<file path="src/rtl/midi_parameter_controller_pkg.sv">
// Shared MIDI constants, parser state encoding and the synth parameter types.
// Optional feature macro: MIDI_RESET_ALL_CONTROLLERS_EN (CC 121 restores default parameters).
package midi_parameter_controller_pkg;

    localparam logic [3:0] STATUS_CC      = 4'hB;
    localparam logic [3:0] STATUS_PROGRAM = 4'hC;
    localparam logic [7:0] REALTIME_MIN   = 8'hF8;

    localparam logic [6:0] CC_VOLUME        = 7'd7;
    localparam logic [6:0] CC_UNISON_DETUNE = 7'd94;
    localparam logic [6:0] CC_ATTACK_TIME   = 7'd73;
    localparam logic [6:0] CC_DECAY_TIME    = 7'd75;
    localparam logic [6:0] CC_SUSTAIN_LEVEL = 7'd79;
    localparam logic [6:0] CC_RELEASE_TIME  = 7'd72;
    localparam logic [6:0] CC_DUTY_CYCLE    = 7'd70;
`ifdef MIDI_RESET_ALL_CONTROLLERS_EN
    localparam logic [6:0] CC_RESET_ALL     = 7'd121;
`endif

    typedef enum logic [2:0] {
        ST_IDLE, ST_DATA1, ST_DATA2, ST_APPLY, ST_SKIP
    } parser_state_t;

    typedef struct packed {
        logic [6:0] volume;
        logic [6:0] unison_detune;
        logic [6:0] attack_time;
        logic [6:0] decay_time;
        logic [6:0] sustain_level;
        logic [6:0] release_time;
        logic [6:0] duty_cycle;
    } parameter_t;

    localparam parameter_t DEFAULT_PARAMETERS = '{
        volume:        7'h40,
        unison_detune: 7'h00,
        attack_time:   7'h00,
        decay_time:    7'h00,
        sustain_level: 7'h7F,
        release_time:  7'h00,
        duty_cycle:    7'h40
    };

    typedef enum logic [2:0] {
        SINE = 3'd0, SQUARE = 3'd1, SAW = 3'd2, TRIANGLE = 3'd3,
        PULSE = 3'd4, VIOLA = 3'd5, ORGAN = 3'd6, NOISE = 3'd7
    } wave_t;

    typedef enum logic [3:0] {
        PARAM_NONE          = 4'd0,
        PARAM_VOLUME        = 4'd1,
        PARAM_UNISON_DETUNE = 4'd2,
        PARAM_ATTACK_TIME   = 4'd3,
        PARAM_DECAY_TIME    = 4'd4,
        PARAM_SUSTAIN_LEVEL = 4'd5,
        PARAM_RELEASE_TIME  = 4'd6,
        PARAM_DUTY_CYCLE    = 4'd7
`ifdef MIDI_RESET_ALL_CONTROLLERS_EN
        , PARAM_RESET_ALL   = 4'd8
`endif
    } parameter_change_t;

    function automatic logic channel_ok(input logic [3:0] ch, input logic [3:0] listen,
                                        input bit omni);
        return omni || (ch == listen);
    endfunction

endpackage

</file>
<file path="src/rtl/midi_parameter_controller_midi_byte_parser.sv">
// MIDI byte-stream parser: tracks running status for CC / Program Change on the
// listened channel and strobes a complete message for one cycle in APPLY.
module midi_byte_parser
    import midi_parameter_controller_pkg::*;
#(
    parameter logic [3:0] LISTEN_CHANNEL = 4'd0,
    parameter bit         OMNI           = 1'b0
) (
    input  logic       clk,
    input  logic       rst,
    input  logic [7:0] i_byte,
    input  logic       i_valid,
    output logic       o_ready,
    output logic       o_msg_valid,
    output logic [3:0] o_status,
    output logic [6:0] o_d1,
    output logic [6:0] o_d2
);

    parser_state_t r_state, w_state_next;
    logic [3:0]    r_status, w_status_next;
    logic [6:0]    r_d1, w_d1_next;
    logic [6:0]    r_d2, w_d2_next;

    logic w_accept;
    logic w_is_realtime;
    logic w_wanted;

    assign o_ready       = (r_state != ST_APPLY);
    assign w_accept      = i_valid && o_ready;
    assign w_is_realtime = (i_byte >= REALTIME_MIN);
    assign w_wanted      = ((i_byte[7:4] == STATUS_CC) || (i_byte[7:4] == STATUS_PROGRAM))
                           && channel_ok(i_byte[3:0], LISTEN_CHANNEL, OMNI);

    always_ff @(posedge clk or posedge rst) begin
        if (rst) begin
            r_state  <= ST_IDLE;
            r_status <= '0;
            r_d1     <= '0;
            r_d2     <= '0;
        end else begin
            r_state  <= w_state_next;
            r_status <= w_status_next;
            r_d1     <= w_d1_next;
            r_d2     <= w_d2_next;
        end
    end

    // Real-time bytes are consumed but never touch the decoder state.
    always_comb begin
        w_state_next  = r_state;
        w_status_next = r_status;
        w_d1_next     = r_d1;
        w_d2_next     = r_d2;
        if (r_state == ST_APPLY) begin
            w_state_next = ST_DATA1;
        end else if (w_accept && !w_is_realtime) begin
            if (i_byte[7]) begin
                if (w_wanted) begin
                    w_state_next  = ST_DATA1;
                    w_status_next = i_byte[7:4];
                end else begin
                    w_state_next  = ST_SKIP;
                    w_status_next = '0;
                end
            end else begin
                case (r_state)
                    ST_DATA1: begin
                        w_d1_next    = i_byte[6:0];
                        w_state_next = (r_status == STATUS_PROGRAM) ? ST_APPLY : ST_DATA2;
                    end
                    ST_DATA2: begin
                        w_d2_next    = i_byte[6:0];
                        w_state_next = ST_APPLY;
                    end
                    default: ;
                endcase
            end
        end
    end

    assign o_msg_valid = (r_state == ST_APPLY);
    assign o_status    = r_status;
    assign o_d1        = r_d1;
    assign o_d2        = r_d2;

endmodule

</file>
<file path="src/rtl/midi_parameter_controller.sv">
// MIDI parameter controller top: maps parsed CC / Program Change messages onto the
// live parameter set and waveform. Optional macro: MIDI_RESET_ALL_CONTROLLERS_EN.
module midi_parameter_controller
    import midi_parameter_controller_pkg::*;
#(
    parameter logic [3:0] LISTEN_CHANNEL = 4'd0,
    parameter bit         OMNI           = 1'b0
) (
    input  logic              clk,
    input  logic              rst,
    input  logic [7:0]        midi_byte,
    input  logic              midi_valid,
    output logic              midi_ready,
    output parameter_t        parameters,
    output wave_t             wave,
    output parameter_change_t param_change,
    output logic              wave_change
);

    logic       w_msg_valid;
    logic [3:0] w_status;
    logic [6:0] w_d1;
    logic [6:0] w_d2;

    parameter_t        r_parameters, w_parameters_next;
    wave_t             r_wave;
    parameter_change_t r_param_change, w_change;
    logic              r_wave_change;
    logic              w_is_program;

    midi_byte_parser #(
        .LISTEN_CHANNEL(LISTEN_CHANNEL),
        .OMNI          (OMNI)
    ) u_parser (
        .clk        (clk),
        .rst        (rst),
        .i_byte     (midi_byte),
        .i_valid    (midi_valid),
        .o_ready    (midi_ready),
        .o_msg_valid(w_msg_valid),
        .o_status   (w_status),
        .o_d1       (w_d1),
        .o_d2       (w_d2)
    );

    assign w_is_program = w_msg_valid && (w_status == STATUS_PROGRAM);

    // Unmapped controllers fall through with no write and no change tag.
    always_comb begin
        w_parameters_next = r_parameters;
        w_change          = PARAM_NONE;
        if (w_msg_valid && (w_status == STATUS_CC)) begin
            case (w_d1)
                CC_VOLUME:        begin w_parameters_next.volume        = w_d2; w_change = PARAM_VOLUME;        end
                CC_UNISON_DETUNE: begin w_parameters_next.unison_detune = w_d2; w_change = PARAM_UNISON_DETUNE; end
                CC_ATTACK_TIME:   begin w_parameters_next.attack_time   = w_d2; w_change = PARAM_ATTACK_TIME;   end
                CC_DECAY_TIME:    begin w_parameters_next.decay_time    = w_d2; w_change = PARAM_DECAY_TIME;    end
                CC_SUSTAIN_LEVEL: begin w_parameters_next.sustain_level = w_d2; w_change = PARAM_SUSTAIN_LEVEL; end
                CC_RELEASE_TIME:  begin w_parameters_next.release_time  = w_d2; w_change = PARAM_RELEASE_TIME;  end
                CC_DUTY_CYCLE:    begin w_parameters_next.duty_cycle    = w_d2; w_change = PARAM_DUTY_CYCLE;    end
`ifdef MIDI_RESET_ALL_CONTROLLERS_EN
                CC_RESET_ALL:     begin w_parameters_next = DEFAULT_PARAMETERS; w_change = PARAM_RESET_ALL;     end
`endif
                default: ;
            endcase
        end
    end

    always_ff @(posedge clk or posedge rst) begin
        if (rst) begin
            r_parameters   <= DEFAULT_PARAMETERS;
            r_wave         <= SINE;
            r_param_change <= PARAM_NONE;
            r_wave_change  <= 1'b0;
        end else begin
            r_parameters   <= w_parameters_next;
            r_param_change <= w_change;
            r_wave_change  <= w_is_program;
            if (w_is_program) begin
                r_wave <= wave_t'(w_d1[2:0]);
            end
        end
    end

    assign parameters   = r_parameters;
    assign wave         = r_wave;
    assign param_change = r_param_change;
    assign wave_change  = r_wave_change;

endmodule

</file>
<file path="config.mk">
export PLATFORM = sky130hd
export DESIGN_NAME = midi_parameter_controller
export DESIGN_NICKNAME = d
export VERILOG_FILES = /design/src/rtl/midi_parameter_controller_pkg.sv /design/src/rtl/midi_parameter_controller_midi_byte_parser.sv /design/src/rtl/midi_parameter_controller.sv
export SDC_FILE = /design/constraint.sdc
export NUM_CORES = 1
export LEC_CHECK = 0
export CAP_MARGIN = 40
export CORE_MARGIN = 2
export CORE_UTILIZATION = 40
export DETAILED_ROUTE_END_ITERATION = 12
export PLACE_DENSITY = 0.77
export SLEW_MARGIN = 5
export SYNTH_ARGS = -nofsm -noshare
export SYNTH_HDL_FRONTEND = slang
export SYNTH_SLANG_ARGS = --single-unit
</file>
<file path="constraint.sdc">
create_clock -name clk -period 3.9 [get_ports clk]
set_input_delay 1.17 -clock clk [delete_from_list [all_inputs] [get_ports clk]]
set_output_delay 1.17 -clock clk [all_outputs]
set_load 0.05 [all_outputs]
</file>
==> flow_summary_export.csv, run 1 <==
group,metric,value,unit
timing,setup_tns,0,ns
setup_path,critical_path_arrival,2.03,ns
setup_path,cp_slowest_cell,"clkdlybuf4s50_1",
finish,nets,307,
die,fp.coreArea,7767,sq um
timing,fin_worst_skew,0.01053,ns
timing,worst_pin_slew,0.7502,ns
die,die_area,8753,sq um
synth,synth_top_flop_cell,"dfrtp_1",
power_and_ir_drop,p_sw_share,26.14,%
clock_network,cts_max_level,3,
global_route,antenna_found_initial,0,
hold_path,hold_class,"reg2reg",
drt,vias,2023,
finish,area_growth_syn_to_layout,29.68,%
placed_design,dp_cells,387,
timing,timing.final.crit_share,82.06,%
synth,synth_edf_count,0,
synth,synthesis.area,3208,sq um
drt,drc,0,
finish,num_antenna_cells,0,
timing,slew_headroom,49.80,%
clock_network,holdBufCountCts,0,
power_and_ir_drop,pwr_density_cell,371.3,nW/um^2
clock_network,cts_sinks,77,
global_route,grt_pass1_wl,10.43,mm
power_and_ir_drop,pwr-share-seq,57.9,%
timing,rsz0062_at_grt,"no",
die,start_util,41.30,%
global_route,overflow,0,
clock_network,path_clk_slew,0.07,ns
setup_path,start_kind,"flop",
placed_design,place_hpwl,4.609,mm
timing,fmax,0.3125,GHz
synth,ys_seq_area_share,60.41,%
synth,synth.area.top_cells,"dfrtp_1 53%, mux2_2 23%, dfstp_2 7.4%",
finish,fin_cells,403,
timing,drv_slew,0,
finish,fillCellCount,691,
synth,async_reset_ff_share,100.0,%
clock_network,cts_resized,0,
global_route,grt_util_all_layers,15.77,%
power_and_ir_drop,combinationalPowerShare,7.8,%
setup_path,path_cells,"and3b_2, inv_1, clkdlybuf4s50_1",
power_and_ir_drop,peakVddDrop,0.0001730,V
placed_design,gp_congestion,0.7841,
power_and_ir_drop,intPower,1.141,mW
global_route,grt_pass1_vias,2029,
synth,synth_cells,223,
synth,synth_seq_cells,77,
timing,layout_min_cycle_time,3.200,ns
die,pin_count,69,
placed_design,port_buffers,67,
setup_path,crit_required,2.73,ns
synth,netlist.area_leader.share,53.04,%
synth,avgSynthCellArea,14.39,sq um
setup_path,crit_path_max_fanout,7,
clock_network,cts_buffers,9,
drt,wl,6.451,mm
die,dieHeight,93.56,microns
synth,yosysWarnings,0,
drt,ant_nets,0,
drt,drt_iter0_drc,86,
timing,final_hold_viol_count,0,
synth,yosysTopAreaCell,"dfrtp_1",
clock_network,cts_tree,"built",
clock_network,clockRootBuffer,"clkbuf_8",
drt,firstDrtPassIters,4,
power_and_ir_drop,leakagePower,1.883,nW
die,rows,32,
synth,syn_nets,234,
timing,setup_viol,0,
clock_network,cts_buffer_depth,2,
synth,synth.distinct_cells,46,
setup_path,setup.worst_path.end_class,"output port",
power_and_ir_drop,power_switching,0.4038,mW
run_status,status,"finished, final reports clean",
power_and_ir_drop,clkPwrFrac,34.3,%
global_route,grt_max_degree,38,
drt,vias_per_cell,5.020,
die,die_w,93.56,microns
clock_network,clkLatencyLatePin,0.33,ns
setup_path,crit_type,"reg2out",
finish,drive_gt1_share,34.55,%
setup_path,crit_path_max_incr_delay,0.83,ns
drt,avgRoutedWirePerCell,16.01,microns
flow_run,cap_violations,0,
clock_network,cts_setup_buffers,0,
-- cells in the final DEF (no fill, tap or decap), types with 3 or more instances in the layout --
cell | netlist | layout
nand2_1 | 10 | 10
nor3b_1 | 3 | 3
a22o_1 | 3 | 3
nor2_1 | 4 | 4
clkdlybuf4s50_1 | 0 | 67
nand4_1 | 3 | 3
nor3_1 | 3 | 3
dfrtp_1 | 68 | 68
a21oi_1 | 3 | 3
dfstp_2 | 9 | 9
clkbuf_8 | 1 | 10
inv_1 | 6 | 5
o21ai_0 | 5 | 5
mux2_2 | 65 | 65
or4_1 | 3 | 3
-- logic make-up (layout without fill, tap and decap cells) --
logic type / after synthesis / count (layout) / share of synthesized area, %
AO/OA/AOI/OAI: 18 / 18 / 3.744
XOR/XNOR: 1 / 1 / 0.2731
buffers and inverters: 13 / 91 / 2.262
flip-flops: 77 / 77 / 60.41
multiplexers: 65 / 65 / 22.82
other: 1 / 1 / 0.1169
AND/OR/NAND/NOR: 48 / 48 / 10.37
-- power by group through the flow --
stage                     Sequential [mW]  Combinational [mW]  Clock [mW]
after global routing                0.902               0.136       0.581
after global placement              0.908               0.119           0
after CTS                           0.894               0.122       0.550
after detailed placement            0.909               0.121           0
after floorplan                     0.869               0.121           0
final                               0.895               0.120       0.530
-- stage by stage --
stage	hold slack [ns]	util, %	power (mW)	setup WS (ns)	area, sq um
3_3_place_gp	0.4764	51.29	1.026	0.8709	3984
4_1_cts	0.4863	53.56	1.565	0.6863	4160
6_report	0.4819	53.56	1.545	0.6997	4160
5_1_grt	0.5126	53.56	1.619	0.6133	4160
2_1_floorplan	0.4557	-	0.9903	0.7782	3208
3_5_place_dp	0.4707	51.29	1.031	0.8360	3984
-- state kept, by name (all words and copies together), names as in the netlist --
signal and flops:
param_change 3, u_parser.o_d1 7, parameters 49, u_parser.r_state 3, u_parser.o_status 4, wave 3
u_parser.o_d2 7, wave_change 1
-- path summary, 6_finish.rpt --
check | endpoint | startpoint | slack (ns) | cells past startpoint
worst min register to register | wave[2] | wave[2] | 0.48 | 2
worst min-delay path | wave[2] | wave[2] | 0.48 | 2
worst max register to register | parameters[4] | u_parser.r_state[2] | 1.83 | 4
min in group asynchronous | parameters[8] | rst | 1.12 | 2
worst max-delay path | midi_ready | u_parser.r_state[1] | 0.70 | 3
max in group asynchronous | parameters[16] | rst | 2.09 | 3
-- final cells by class --
| cell class | instances | area, sq um | share of cell area (%) |
|---|---|---|---|
| Tap cell | 102 | 127.6 | 3.068 |
| Clock buffer | 11 | 141.4 | 3.399 |
| Multi-Input combinational cell | 133 | 1197 | 28.78 |
| Timing Repair Buffer | 69 | 698.2 | 16.78 |
| Clock inverter | 5 | 35.03 | 0.8421 |
| Inverter | 6 | 22.52 | 0.5414 |
| Sequential cell | 77 | 1938 | 46.59 |
-- per-layer routing --
metal	part of all wire (%)	vias to the layer above	GRT usage (%)
met4	0.82	0	5.797
met1	47	1010	21.80
met3	4.4	6	2.901
li1	-	956	-
met5	0	-	0
met2	48	51	24.94
-- critical path, delay by kind of cell (launching register included) --
kind          cells  cell delay (ns)
buf+inv           2             1.00
flops             1             0.43
simple gates      1             0.27
-- cell usage after synthesis (2+ instances only) --
master	number
dfrtp_1	68
mux2_2	65
nand2_1	10
dfstp_2	9
inv_1	6
o21ai_0	5
nor2_1	4
a21oi_1	3
a22o_1	3
nand4_1	3
nor3_1	3
nor3b_1	3
or4_1	3
a211oi_1	2
and3_1	2
buf_2	2
clkbuf_1	2
nand3b_1	2
Power figures use the tool's default switching activity.
==> run 2, diff against run 1 <==
--- a/config.mk
+++ b/config.mk
@@ -9,7 +9,7 @@
 export CORE_MARGIN = 2
 export CORE_UTILIZATION = 40
 export DETAILED_ROUTE_END_ITERATION = 12
-export PLACE_DENSITY = 0.77
+export PLACE_DENSITY = 0.8
 export SLEW_MARGIN = 5
 export SYNTH_ARGS = -nofsm -noshare
 export SYNTH_HDL_FRONTEND = slang
==> constraint.sdc (replaced) <==
create_clock -name clk -period 2.65 [get_ports clk]
set_input_delay 0.795 -clock clk [delete_from_list [all_inputs] [get_ports clk]]
set_output_delay 0.795 -clock clk [all_outputs]
set_load 0.05 [all_outputs]
==> flow_summary_export.csv, run 2 (synthesized netlist as in run 1, its figures left out) <==
group,metric,value,unit
die,pin_count,69,
die,dieHeight,93.56,microns
hold_path,holdPathEnd,"wave[2]",
clock_network,cts_max_level,3,
clock_network,cts_setup_buffers,0,
drt,avgRoutedWirePerCell,16.54,microns
timing,drv_slew,0,
power_and_ir_drop,total_power,2.354,mW
setup_path,setup.worst_path.end_class,"output port",
setup_path,cp_slowest_cell,"clkdlybuf4s50_1",
clock_network,clkLatencyLatePin,0.34,ns
placed_design,place_hpwl,4.884,mm
die,die_w,93.56,microns
timing,setup_viol,0,
finish,largest_register_ffs,49,
die,die_area,8753,sq um
hold_path,holdPathStages,2,
timing,rsz0062_at_grt,"no",
clock_network,cts_tree,"built",
clock_network,cts_buffers,9,
setup_path,cp_top_family,"buffers and inverters",
setup_path,crit_path_max_fanout,2,
timing,fmax,0.4041,GHz
setup_path,start_kind,"flop",
placed_design,dp_cells,392,
finish,final_common_cell,"dfrtp_1",
setup_path,r2r-end,"parameters[0]",
timing,worst_pin_slew,0.6394,ns
timing,holdWs,0.4829,ns
finish,area_growth_syn_to_layout,31.40,%
drt,vias_per_cell,5.221,
timing,setup_tns,0,ns
hold_path,hold_class,"reg2reg",
setup_path,critPathBufInv,1,
power_and_ir_drop,pwr_density_cell,558.4,nW/um^2
setup_path,crit_required,1.86,ns
clock_network,cts_sinks,77,
clock_network,cts_resized,0,
setup_path,r2r_cells,4,
run_status,status,"finished, final reports clean",
setup_path,critical_path_arrival,1.68,ns
global_route,grt_pass1_wl,11.18,mm
clock_network,holdBufCountCts,0,
setup_path,crit_type,"reg2out",
finish,layout_common_cells,"68 x dfrtp_1, 66 x clkdlybuf4s50_1, 65 x mux2_2",
drt,firstDrtPassIters,4,
global_route,grt_util_all_layers,16.71,%
finish,seq_area,1938,sq um
finish,drive_gt1_share,35.62,%
clock_network,cts_buffer_depth,2,
setup_path,r2r-start,"u_parser.r_state[2]",
global_route,antenna_found_initial,0,
setup_path,timing.reg2reg.setup_slack,0.57,ns
finish,fin_cells,408,
global_route,grt_pass1_vias,2165,
global_route,grt_max_degree,78,
die,start_util,41.30,%
finish,nets,312,
clock_network,clockRootBuffer,"clkbuf_8",
timing,slew_headroom,57.22,%
setup_path,path_cells,"clkdlybuf4s50_1",
drt,drc,0,
die,fp.coreArea,7767,sq um
timing,layout_min_cycle_time,2.474,ns
drt,vias,2130,
timing,timing.final.crit_share,93.37,%
finish,multi_input_area,1197,sq um
flow_run,cap_violations,0,
power_and_ir_drop,leakagePower,1.912,nW
hold_path,min_from,"wave[2]",
die,rows,32,
drt,ant_nets,0,
finish,fillCellCount,671,
global_route,overflow,0,
drt,drt_iter0_drc,97,
timing,final_hold_viol_count,0,
timing,fin_worst_skew,0.009161,ns
power_and_ir_drop,peakVddDrop,0.0004212,V
placed_design,gp_congestion,0.7958,
drt,wl,6.750,mm
clock_network,path_clk_slew,0.07,ns
finish,num_antenna_cells,0,
setup_path,crit_path_max_incr_delay,0.81,ns
placed_design,port_buffers,67,
==> run 2: per-stage QoR <==
stage                     setup slack (ns)  cell area, sq um  util, %
after global placement              0.1452              4023    51.79
final                               0.1756              4215    54.27
after detailed placement           0.05630              4023    51.79
after global routing                0.1131              4215    54.27
after floorplan                     0.6082              3212        -
after CTS                           0.1490              4215    54.27
==> run 2: how the worst max path moves through the flow <==
stage	from	to	slack, ns	cells after the start
after floorplan	midi_byte[1]	u_parser.o_status[2]	0.61	4
after global placement	midi_byte[7]	u_parser.o_d1[1]	0.15	5
after detailed placement	midi_byte[1]	u_parser.r_state[0]	0.06	6
after CTS	parameters[18]	parameters[18]	0.15	1
after global routing	parameters[6]	parameters[6]	0.11	1
final	parameters[18]	parameters[18]	0.18	1
==> run 2: final cells by class <==
class	count	area share (%)
Sequential cell	77	45.98
Multi-Input combinational cell	133	28.41
Timing Repair Buffer	74	17.39
Clock buffer	12	3.443
Tap cell	102	3.028
Clock inverter	4	1.128
Inverter	6	0.6233
==> run 2: report_power, final <==
| part | leakage [nW] | total, mW | switching (mW) | internal, mW |
|---|---|---|---|---|
| logic | 0.794 | 0.182 | 0.0847 | 0.0971 |
| registers | 1.02 | 1.32 | 0.104 | 1.22 |
| clock network | 0.0964 | 0.852 | 0.393 | 0.458 |
==> run 2: metal layers <==
| metal | track usage, % | up-vias | part of all wire, % |
|---|---|---|---|
| met5 | 0 | - | 0 |
| met4 | 4.227 | 0 | 0.79 |
| met3 | 4.835 | 8 | 5.4 |
| met2 | 26.68 | 73 | 49 |
| met1 | 22.60 | 1084 | 45 |
| li1 | - | 965 | - |
==> RTL edit: new RTL, config.mk and constraints of run 1 <==
The option `MIDI_RESET_ALL_CONTROLLERS_EN` is turned on by a define.
--- a/src/rtl/midi_parameter_controller_pkg.sv
+++ b/src/rtl/midi_parameter_controller_pkg.sv
@@ -1,4 +1,6 @@
 // Shared MIDI constants, parser state encoding and the synth parameter types.
 // Optional feature macro: MIDI_RESET_ALL_CONTROLLERS_EN (CC 121 restores default parameters).
+`define MIDI_RESET_ALL_CONTROLLERS_EN
+
 package midi_parameter_controller_pkg;
 
Function: changed (Yosys sat finds a counterexample within 10 cycles, from zero or initial values and one cycle with rst high).
==> RTL edit against run 1 <==
- routed wire length is 20% higher
- critical path depth shrank 1
- area after synthesis rose by 4.7%
- critical path type unchanged
- setup slack better by 160 ps
- core utilization shrank 0.96 points
- sequential share of layout area fell by 0.94 points
- largest cell class unchanged
- largest power group unchanged
- final area is 3.4% higher
- total power fell by 3.8%
- die area rose by 4.5%
- sequential cell count grew 1
- count of clock-buffer cells in the layout did not move
==> RTL edit: results (changes against run 1) <==
[sta]
skew_ps = 11.0  ; was 10.5 ps
timing.hold.ws_ps = 481  ; was 482 ps
worst_pin_slew_ps = 690  ; was 750 ps

[global_route]
grt_usage = 0.184  ; was 0.158
grt_pass1_wl_mm = 12.4  ; was 10.4 mm

[detailed_routing]
wl_mm = 7.76  ; was 6.45 mm
drtIter0Drc = 147  ; was 86
vias_per_cell = 5.59  ; was 5.02

[placed_design]
place_congestion = 0.841  ; was 0.784
hpwl_mm = 5.51  ; was 4.61 mm
placed_cells = 417  ; was 387
portBuffers = 68  ; was 67
dp_slack_ps = 957  ; was 836 ps
place_area_um2 = 4130  ; was 3980 µm²

[critical_path]
rr_worst_depth = 6  ; was 4
cp_data_arrival_time_ps = 1870  ; was 2030 ps
r2r-end = parameters[37]$_DFFE_PP0P_  ; was parameters[4]$_DFFE_PP0P_

[synthesis]
yosysSeqAreaShare = 0.585  ; was 0.604
syn_avg_cell_area_um2 = 13.2  ; was 14.4 µm²
synthTopCellsByArea = dfrtp_1, a22o_1, dfstp_2  ; was dfrtp_1, mux2_2, dfstp_2
synthTopCellsByCount = dfrtp_1, a22o_1, mux2_2  ; was dfrtp_1, mux2_2, nand2_1
synthDistinctLibCells = 54  ; was 46

[power]
power_frac_comb = 0.053  ; was 0.078
p_leak_nw = 2.02  ; was 1.88 nW
ir_drop_mv = 0.187  ; was 0.173 mV
p_int_mw = 1.10  ; was 1.14 mW

[cts]
clk-insertion-delay-late_ps = 350  ; was 330 ps

[worst_hold_path]
min_from = parameters[2]$_DFFE_PP0P_  ; was wave[2]$_DFFE_PP0P_
hold_depth = 1  ; was 2
hold_end = parameters[2]$_DFFE_PP0P_  ; was wave[2]$_DFFE_PP0P_

[layout]
diodes = 0  ; unchanged
num-nets-final = 334  ; was 307
layoutNonFillerInstCount = 433  ; was 403
nFillCells = 717  ; was 691
layout-drive-gt1-share = 0.171  ; was 0.346

[run_status]
outcome = completed  ; unchanged

## RTL edit: changes by cell type in the layout (fill, tap and decap cells not counted), moves of 3 or more
| cell | change |
|---|---|
| nor2_1 | +3 |
| nor4_4 | +4 |
| a21o_1 | +7 |
| a22o_1 | +34 |
| and4_1 | +6 |
| nor4_1 | +3 |
| mux2_2 | -49 |
| mux2i_1 | +6 |
| inv_1 | +3 |
## RTL edit: final cells by class
cell class                 instances  area [µm²]  area share
inverter                           9        33.8     0.00786
sequential                        78        1960       0.457
clock inverter                     5        35.0     0.00815
multi-input combinational        156        1310       0.303
tap                              105         131      0.0305
timing repair buffer              69         701       0.163
clock buffer                      11         131      0.0305
## RTL edit: per-layer routing
layer | routed length (µm) | global-route usage | vias up
li1 | - | - | 1101
met1 | 3440 | 0.247 | 1241
met2 | 3780 | 0.290 | 68
met3 | 407 | 0.0443 | 11
met4 | 135 | 0.0690 | 0
met5 | 0 | 0 | -
## RTL edit: logic make-up after synthesis
family,after synthesis,share of synthesized area
muxes,22,0.0715
DFF,78,0.585
buffers and inverters,20,0.0268
and+or+nand+nor,67,0.161
xor gates and xnor gates,2,0.00522
AOI/OAI and AO/OA,65,0.151
## RTL edit: power groups by stage
stage / clock network [mW] / logic, mW / registers (mW)
after floorplan: 0 / 0.0776 / 0.857
after global placement: 0 / 0.0778 / 0.895
after detailed placement: 0 / 0.0809 / 0.896
after CTS: 0.537 / 0.0811 / 0.880
after global routing: 0.575 / 0.0885 / 0.885
final: 0.526 / 0.0794 / 0.881
## RTL edit: worst max path at each step
stage	startpoint	to	slack [ps]	cells past startpoint
final	u_parser.r_state[0]$_DFFE_PP0P_	midi_ready	860	2
after global routing	u_parser.r_state[0]$_DFFE_PP0P_	midi_ready	800	2
after CTS	u_parser.r_state[0]$_DFFE_PP0P_	midi_ready	860	2
after detailed placement	midi_valid	u_parser.o_d1[2]$_DFFE_PP0P_	960	4
after global placement	midi_valid	u_parser.o_d1[4]$_DFFE_PP0P_	1120	4
after floorplan	rst	param_change[0]$_DFF_PP0_	750	1
